`config.mk`:
```
export PLATFORM = sky130hd
export DESIGN_NAME = ps2_frame_ctrl
export DESIGN_NICKNAME = d
export VERILOG_FILES = /design/src/rtl/ps2_pkg.sv /design/src/rtl/ps2_filter.sv /design/src/rtl/ps2_frame_ctrl.sv
export SDC_FILE = /design/constraint.sdc
export NUM_CORES = 1
export LEC_CHECK = 0
export ABC_AREA = 1
export CAP_MARGIN = 20
export CORE_ASPECT_RATIO = 1.2
export CORE_MARGIN = 2
export CORE_UTILIZATION = 40
export CTS_CLUSTER_SIZE = 10
export DETAILED_ROUTE_END_ITERATION = 7
export PLACE_DENSITY = 0.57
export SYNTH_ARGS = -nofsm -noshare
export SYNTH_HDL_FRONTEND = slang
export SYNTH_HIERARCHICAL = 1
export SYNTH_SLANG_ARGS = --single-unit
```
`constraint.sdc`:
```
create_clock -name CLK -period 1.5 [get_ports CLK]
set_input_delay 0.3 -clock CLK [delete_from_list [all_inputs] [get_ports CLK]]
set_output_delay 0.3 -clock CLK [all_outputs]
set_load 0.05 [all_outputs]
```
`src/rtl/ps2_pkg.sv`:
```
// ============================================================================
// Module   : ps2_pkg
// Brief    : Shared PS/2 scan codes, parser command codes and FSM state codes.
// Revision : 1.0
// ============================================================================
`default_nettype none

package ps2_pkg;

  localparam logic [7:0] SC_E0 = 8'hE0;
  localparam logic [7:0] SC_F0 = 8'hF0;
  localparam logic [7:0] SC_AA = 8'hAA;
  localparam logic [7:0] SC_FA = 8'hFA;
  localparam logic [7:0] SC_00 = 8'h00;
  localparam logic [7:0] SC_FF = 8'hFF;

  localparam logic [7:0] KEY_R     = 8'h2D;
  localparam logic [7:0] KEY_ENTER = 8'h5A;
  localparam logic [7:0] KEY_I     = 8'h43;
  localparam logic [7:0] KEY_P     = 8'h4D;
  localparam logic [7:0] KEY_A     = 8'h1C;
  localparam logic [7:0] KEY_G     = 8'h34;
  localparam logic [7:0] KEY_H     = 8'h33;
  localparam logic [7:0] KEY_Y     = 8'h35;
  localparam logic [7:0] KEY_N     = 8'h31;

  localparam logic [2:0] ST_IDLE   = 3'd0;
  localparam logic [2:0] ST_DATA   = 3'd1;
  localparam logic [2:0] ST_PARITY = 3'd2;
  localparam logic [2:0] ST_STOP   = 3'd3;
  localparam logic [2:0] ST_CHECK  = 3'd4;

  // Odd parity over the eight data bits plus the parity bit.
  function automatic logic odd_parity_ok(input logic [7:0] b, input logic p);
    return ^{b, p};
  endfunction

endpackage

`default_nettype wire

```
`src/rtl/ps2_filter.sv`:
```
// ============================================================================
// Module   : ps2_filter
// Brief    : Synchronizes PS/2 lines, glitch-filters the clock, and emits a
//            one-cycle sample pulse on each filtered falling clock edge.
// Revision : 1.0
// ============================================================================
`default_nettype none

module ps2_filter #(
  parameter int FILTER_LEN = 8
) (
  input  logic clk,
  input  logic rst_n,
  input  logic ps2_clk,
  input  logic ps2_data,
  output logic sample,
  output logic data
);

  localparam int CNT_W = (FILTER_LEN > 1) ? $clog2(FILTER_LEN) : 1;
  localparam logic [CNT_W-1:0] CNT_LAST = CNT_W'(FILTER_LEN - 1);

  logic             clk_s1;
  logic             clk_s2;
  logic             dat_s1;
  logic             dat_s2;
  logic             filt;
  logic             filt_d;
  logic [CNT_W-1:0] cnt;

  always_ff @(posedge clk or negedge rst_n) begin
    if (!rst_n) begin
      clk_s1 <= 1'b1;
      clk_s2 <= 1'b1;
      dat_s1 <= 1'b1;
      dat_s2 <= 1'b1;
      filt   <= 1'b1;
      filt_d <= 1'b1;
      cnt    <= '0;
    end else begin
      clk_s1 <= ps2_clk;
      clk_s2 <= clk_s1;
      dat_s1 <= ps2_data;
      dat_s2 <= dat_s1;
      filt_d <= filt;
      // Any sample matching the current level restarts the run length.
      if (clk_s2 == filt) begin
        cnt <= '0;
      end else if (cnt == CNT_LAST) begin
        filt <= clk_s2;
        cnt  <= '0;
      end else begin
        cnt <= cnt + 1'b1;
      end
    end
  end

  assign sample = filt_d & ~filt;
  assign data   = dat_s2;

endmodule

`default_nettype wire

```
`src/rtl/ps2_frame_ctrl.sv`:
```
// ============================================================================
// Module   : ps2_frame_ctrl
// Brief    : PS/2 frame receiver delivering one clean make code per keypress
//            (prefix/break stripped) with FLAG strobe, ERR pulse and BUSY.
// Revision : 1.0
// ============================================================================
`default_nettype none

module ps2_frame_ctrl
  import ps2_pkg::*;
#(
  parameter int TIMEOUT_CYCLES = 100000,
  parameter int FILTER_LEN     = 8
) (
  input  logic       CLK,
  input  logic       RST_N,
  input  logic       PS2_CLK,
  input  logic       PS2_DATA,
  output logic [7:0] DATO,
  output logic       FLAG,
  output logic       EXT,
  output logic       ERR,
  output logic       BUSY
);

  localparam int TO_W = $clog2(TIMEOUT_CYCLES);
  // The counter reads 0 in the cycle after a sample, so this value is reached
  // TIMEOUT_CYCLES-1 cycles after the sample pulse itself.
  localparam logic [TO_W-1:0] TO_LAST = TO_W'(TIMEOUT_CYCLES - 2);

  logic            sample;
  logic            sdata;
  logic [2:0]      state;
  logic [7:0]      shift;
  logic [2:0]      bit_cnt;
  logic            par_bit;
  logic [TO_W-1:0] to_cnt;
  logic            brk;
  logic            ext;
  logic            err_q;
  logic            timeout;

  ps2_filter #(
    .FILTER_LEN (FILTER_LEN)
  ) u_filter (
    .clk      (CLK),
    .rst_n    (RST_N),
    .ps2_clk  (PS2_CLK),
    .ps2_data (PS2_DATA),
    .sample   (sample),
    .data     (sdata)
  );

  assign timeout = (state != ST_IDLE) && (to_cnt == TO_LAST) && !sample;
  assign ERR     = err_q | timeout;
  assign BUSY    = (state != ST_IDLE);

  always_ff @(posedge CLK or negedge RST_N) begin
    if (!RST_N) begin
      state   <= ST_IDLE;
      shift   <= 8'h00;
      bit_cnt <= 3'd0;
      par_bit <= 1'b0;
      to_cnt  <= '0;
      brk     <= 1'b0;
      ext     <= 1'b0;
      err_q   <= 1'b0;
      DATO    <= 8'h00;
      FLAG    <= 1'b0;
      EXT     <= 1'b0;
    end else begin
      FLAG  <= 1'b0;
      err_q <= 1'b0;

      if (state == ST_IDLE || sample) to_cnt <= '0;
      else                            to_cnt <= to_cnt + 1'b1;

      if (timeout) begin
        state <= ST_IDLE;
      end else begin
        case (state)
          ST_IDLE: begin
            if (sample && !sdata) begin
              state   <= ST_DATA;
              bit_cnt <= 3'd0;
            end
          end
          ST_DATA: begin
            if (sample) begin
              shift   <= {sdata, shift[7:1]};
              bit_cnt <= bit_cnt + 3'd1;
              if (bit_cnt == 3'd7) state <= ST_PARITY;
            end
          end
          ST_PARITY: begin
            if (sample) begin
              par_bit <= sdata;
              state   <= ST_STOP;
            end
          end
          ST_STOP: begin
            if (sample) begin
              if (sdata && odd_parity_ok(shift, par_bit)) begin
                state <= ST_CHECK;
                // Decoded on the stop-bit edge so results appear during CHECK.
                case (shift)
                  SC_E0: ext <= 1'b1;
                  SC_F0: brk <= 1'b1;
                  SC_00, SC_FF: begin
                    err_q <= 1'b1;
                    brk   <= 1'b0;
                    ext   <= 1'b0;
                  end
                  SC_AA, SC_FA: ;
                  default: begin
                    if (brk) begin
                      brk <= 1'b0;
                      ext <= 1'b0;
                    end else begin
                      DATO <= shift;
                      EXT  <= ext;
                      FLAG <= 1'b1;
                      ext  <= 1'b0;
                    end
                  end
                endcase
              end else begin
                err_q <= 1'b1;
                state <= ST_IDLE;
              end
            end
          end
          ST_CHECK: state <= ST_IDLE;
          default:  state <= ST_IDLE;
        endcase
      end
    end
  end

endmodule

`default_nettype wire

```
* Word-level counts from Yosys, hierarchy flattened
Index checks and enable logic that the tools add are counted.
** Cells by class
- Add/sub/neg operators :: 3
- Equality and inequality tests :: 19
- Mux-type cells :: 27
- Bitwise operators :: 9
- Reduce and logical (&&, ||, !) cells :: 24
** Operators with widths (number)
- == test 8 bit, second input constant :: 5
- 2-to-1 mux 3 bit :: 11
- adder 17 x 1 -> 17 bit, second input constant :: 1
- == test 17 bit, second input constant :: 1
- 2-to-1 mux 17 bit :: 1
- AND reduction 5 bit :: 3
- inequality test 3 bit, second input constant :: 4
- case mux 3 bit (4 select lines) :: 1
- 2-to-1 mux 1 bit :: 11
- XOR reduction 9 bit :: 1
- zero test 8 bit :: 1
- inverter 1 bit :: 7
- adder 3 x 1 -> 3 bit, second input constant :: 2
- == test 3 x 2 -> 1 bit, second input constant :: 2
- == test 3 bit, second input constant :: 2
- case mux 3 bit (2 select lines) :: 1
- AND reduction 3 bit :: 2
- AND reduction 6 bit :: 1
- OR reduction 3 bit :: 2
- OR reduction 6 bit :: 1
- logical AND 1 bit :: 4
- case mux 1 bit (2 select lines) :: 2
- AND reduction 4 bit :: 1
- == test 3 x 1 -> 1 bit, second input constant :: 1
- other kinds (13) :: 14
** Storage, ports and cells
- Register bits after elaboration :: 54
- Input port bits :: 4
- Output and inout port bits :: 12
- Word-level logic and storage cells :: 100

* Longest topological paths before layout
- Depth in word-level cells :: 7
- Depth in mapped cells :: 12
- Depth with buffers taken out :: 12

* Cells and area by module
The synthesis kept the hierarchy.
** By module, submodules not included
- ps2_frame_ctrl :: instances 1, cells an instance 313, area each 2422.3 um^2, seq. area each 1126.1 um^2
- ps2_filter :: instances 1, cells an instance 26, area each 317.8 um^2, seq. area each 232.7 um^2

* Worst setup path before layout
Ideal clock, no wire load.
- Kind :: register to output
- Start point :: register state[0]
- End point :: output port ERR
- Arrival time :: 1598 ps
- Path slack :: -398 ps
- Cell stages (with the launch flop) :: 7
- Buffers on the path :: 0
- Cell sequence :: dfrtp_1 > nor2_1 > nand2_1 > nand2_1 > nand3b_1 > nor2_1 > or2_2
** Between the ends
- Word-level cells in the longest chain between the ends :: 4
** Ends and longest elaborated chain
- start, declared :: line ps2_frame_ctrl.sv:33 : logic [2:0] state;
- start signal, assigned :: line ps2_frame_ctrl.sv:60 : state <= ST_IDLE;
- start signal, assigned :: line ps2_frame_ctrl.sv:79 : state <= ST_IDLE;
- start signal, assigned :: line ps2_frame_ctrl.sv:84 : state <= ST_DATA;
- nonzero test 3 bit
- named net BUSY :: line ps2_frame_ctrl.sv:23 : output logic BUSY
- logical AND 1 bit (2 in a row) :: line ps2_frame_ctrl.sv:54 : assign timeout = (state != ST_IDLE) && (to_cnt == TO_LAST) && !sample;
- bitwise OR 1 bit :: line ps2_frame_ctrl.sv:55 : assign ERR = err_q | timeout;
- end, declared :: line ps2_frame_ctrl.sv:22 : output logic ERR,
The timed path passes the listed nets, and every way through them passes these cells.

* Final worst setup path
- Start point :: register to_cnt[0]
- End point :: output port ERR
** Between the ends
- Word-level cells in the longest chain between the ends :: 4
** Ends and longest elaborated chain
- start, declared :: line ps2_frame_ctrl.sv:37 : logic [TO_W-1:0] to_cnt;
- start signal, assigned :: line ps2_frame_ctrl.sv:76 : else to_cnt <= to_cnt + 1'b1;
- == test 17 bit :: line ps2_frame_ctrl.sv:54
- logical AND 1 bit (2 in a row) :: line ps2_frame_ctrl.sv:54
- bitwise OR 1 bit :: line ps2_frame_ctrl.sv:55
No other way between the ends.

==> flow_metrics.py <==
metrics = {
    "floorplanning": {
        "core_um2": 6730,
        "initial_core_util": 0.407,
        "die-height_um": 94.7,
        "fp.dieArea_um2": 7530,
        "pin_count": 16,
        "rows": 33,
        "die_x_um": 79.6,
    },
    "logic_synthesis": {
        "synth-seq-cells": 54,
        "synth_most_common_cell": "nand2_1",
        "ys_seq_area_frac": 0.496,
        "synth_edf_count": 0,
        "netlist_area_um2": 2740,
        "synth_ff_type": "dfrtp_1",
        "yosysUniqueCellTypes": 32,
        "synth.cells.most_frequent": "nand2_1, dfrtp_1, inv_1, nor2_1, nand3_1",
        "async_flop_share": 1.00,
        "synth_top_area_cell": "dfrtp_1",
        "syn_nets": 349,
        "syn_inst": 339,
        "ys_top_cells_by_area": "dfrtp_1, nand2_1, inv_1",
        "ys_warn_count": 6,
        "avgSynthCellArea_um2": 8.08,
        "synth_top_area_share": 0.438,
    },
    "cts": {
        "cts_tree": "built",
        "clk_latency_ns": 0.31,
        "clk_path_buf_depth": 2,
        "cts.sinks": 54,
        "numCtsBuffers": 5,
        "clkSlewWorstSetupHoldPaths_ns": 0.10,
        "cts_root_buf": "clkbuf_8",
        "htreeDepth": 2,
    },
    "layout": {
        "areaGrowthSynthToFinish_pct": 53.8,
        "drive_above_1_share": 0.446,
        "design_area_um2": 4220,
        "diodes": 0,
        "nNetsFinal": 446,
    },
    "global_routing": {
        "gr-total-overflow": 0,
        "grt_max_degree": 55,
        "grt_pass1_vias": 2388,
        "grt_usage": 0.182,
        "antenna_found_initial": 0,
        "grt_pass1_wl_um": 10700,
    },
    "sta": {
        "finalHoldViolations": 0,
        "fmax_ghz": 0.486,
        "fin_skew_ns": 0.00752,
        "setup_viol": 35,
        "setup_slack_ns": -0.557,
        "min_period_ns": 2.06,
        "finalMaxSlewViolations": 0,
        "rsz0062_at_grt": "yes",
        "final.period_utilization": 1.37,
        "slew_headroom": 0.711,
        "tightestPinTransition_ns": 0.431,
    },
    "routing": {
        "via_per_inst": 4.76,
        "ant_nets": 0,
        "initialDrtViolationCount": 92,
        "wl_per_cell_um": 12.8,
        "num_vias": 2496,
        "drt_pass1_iterations": 5,
        "wl_um": 6730,
        "route.detailed.drc": 0,
    },
    "setup_path": {
        "critPathMaxStageDelay_ns": 0.39,
        "arrival_ns": 1.76,
        "cp_slowest_cell": "dfrtp_1",
        "crit_path_max_fanout": 2,
        "r2r_cells": 11,
        "critical_path.cell_chain": "inv_1 -> ha_2 -> nand2_2 -> nor3_2 -> nand2_1 -> nand3b_1 -> nor2_2 -> or2_4 -> buf_8",
        "critPathCaptureType": "primary output",
        "cp.required_ns": 1.20,
        "critPathLaunchType": "flop",
        "crit_type": "flop to primary output",
    },
    "power_and_ir_drop": {
        "combPwrFrac": 0.482,
        "p_per_area_nw_per_um2": 1280,
        "p_sw_mw": 2.10,
        "p_leak_nw": 1.98,
        "switching_share": 0.389,
        "power_frac_seq": 0.336,
        "internal_power_mw": 3.31,
        "p_total_mw": 5.41,
        "ir_drop_mv": 0.683,
        "clkPwrFrac": 0.182,
    },
    "job": {
        "cap_violations": 0,
    },
    "place": {
        "pre_cts_ws_ns": -0.322,
        "placed_area_um2": 3530,
        "numPortBuffers": 15,
        "gp_congestion": 0.891,
        "dp_hpwl_um": 4480,
    },
    "status": {
        "violations": "setup timing",
        "outcome": "finished with violations",
    },
    "hold_path": {
        "hold_path.class": "flop to flop",
        "hold_depth": 0,
    },
}
kinds of logic (layout without fill, tap and decap cells):
family / count (synthesis) / after routing / share of synthesized area
xor gates and xnor gates: 2 / 2 / 0.00639
DFF: 54 / 54 / 0.496
and+or+nand+nor: 192 / 193 / 0.333
buffers and inverters: 55 / 152 / 0.0794
AOI/OAI and AO/OA: 30 / 30 / 0.0575
adders and majority gates: 6 / 6 / 0.0274
final timing paths:
path	slack [ns]	to	startpoint
min reg2reg	0.36	u_filter/data	u_filter/dat_s1
max	-0.56	ERR	to_cnt[0]
max reg2reg	-0.35	to_cnt[8]	to_cnt[0]
min in group asynchronous	0.50	to_cnt[8]	RST_N
max in group asynchronous	0.70	u_filter/clk_s1	RST_N
min	0.36	u_filter/data	u_filter/dat_s1
sequential cells by signal (all words and copies together) (netlist names), 3 cells and up:
register / count
state: 3
bit_cnt: 3
DATO: 8
shift: 8
to_cnt: 17
u_filter/cnt: 3
power by group through the flow:
stage | logic (mW) | registers, mW | clock network, mW
detailed placement | 1.82 | 1.82 | 0
finish | 2.61 | 1.81 | 0.986
floorplan | 1.13 | 1.81 | 0
global placement | 1.80 | 1.81 | 0
global route | 2.87 | 1.84 | 1.07
CTS | 2.20 | 1.80 | 1.01
worst max-delay path: cells and delay by family, from the launching register on:
kind,cells,cell delay (ns)
flops,1,0.39
fa+ha+maj,1,0.17
buf+inv,2,0.20
simple gates,6,0.69
area by class of cell:
type	count	area [um2]
fillers	546	2510
repair inverters	1	7.51
multi-input cells	231	1500
repair buffers	93	930
clock inverters	3	45.0
clock buffers	5	68.8
well taps	87	109
inverters	50	193
flip-flops and latches	54	1360
through the flow:
| stage | cells | hold slack (ns) | TNS, ns | util |
|---|---|---|---|---|
| after detailed placement | 493 | 0.323 | -6.25 | 0.524 |
| after global routing | 524 | 0.364 | -9.43 | 0.626 |
| after global placement | 493 | 0.322 | -5.58 | 0.524 |
| after floorplan | 339 | 0.00441 | -0.203 | - |
| after CTS | 513 | 0.363 | -3.06 | 0.579 |
| final | 524 | 0.361 | -5.47 | 0.626 |
routing by layer:
layer | global-route usage | up-vias | share of wire
li1 | - | 1285 | -
met1 | 0.218 | 1180 | 0.40
met2 | 0.332 | 24 | 0.56
met3 | 0.0315 | 7 | 0.019
met4 | 0.0517 | 0 | 0.013
met5 | 0 | - | 0
layout by cell type, fill, tap and decap left out, types with 2 or more instances in the layout:
master            n
o21ai_1           7
inv_2             9
nor3_1            9
xor2_1            2
a21oi_1           6
clkbuf_8          5
inv_1            39
clkdlybuf4s50_1   2
a21oi_4           2
nor2_2            6
dfrtp_1          46
buf_8             2
nand2_2          26
o21ai_0           8
dfrtp_2           2
buf_12           13
buf_6            12
nand3_1          11
nor2_4            9
nand2_1          58
ha_1              5
nor2_1           25
inv_4             2
nor4_1            2
clkinvlp_4        3
dfstp_2           6
nand2_4           5
nand3_2          10
nand3_4           3
nor3_4            4
buf_4            61
a21oi_2           3
nand4_1          16
repair_timing:
action	in CTS	in global routing
hold buffers	1	0
pin swaps	15	15
buffers inserted	10	10
gates cloned	1	3
setup endpoints to repair	47	43
endpoints found under the hold margin	48	0
gates resized for setup	40	78
(Power assumes the default switching activity.)
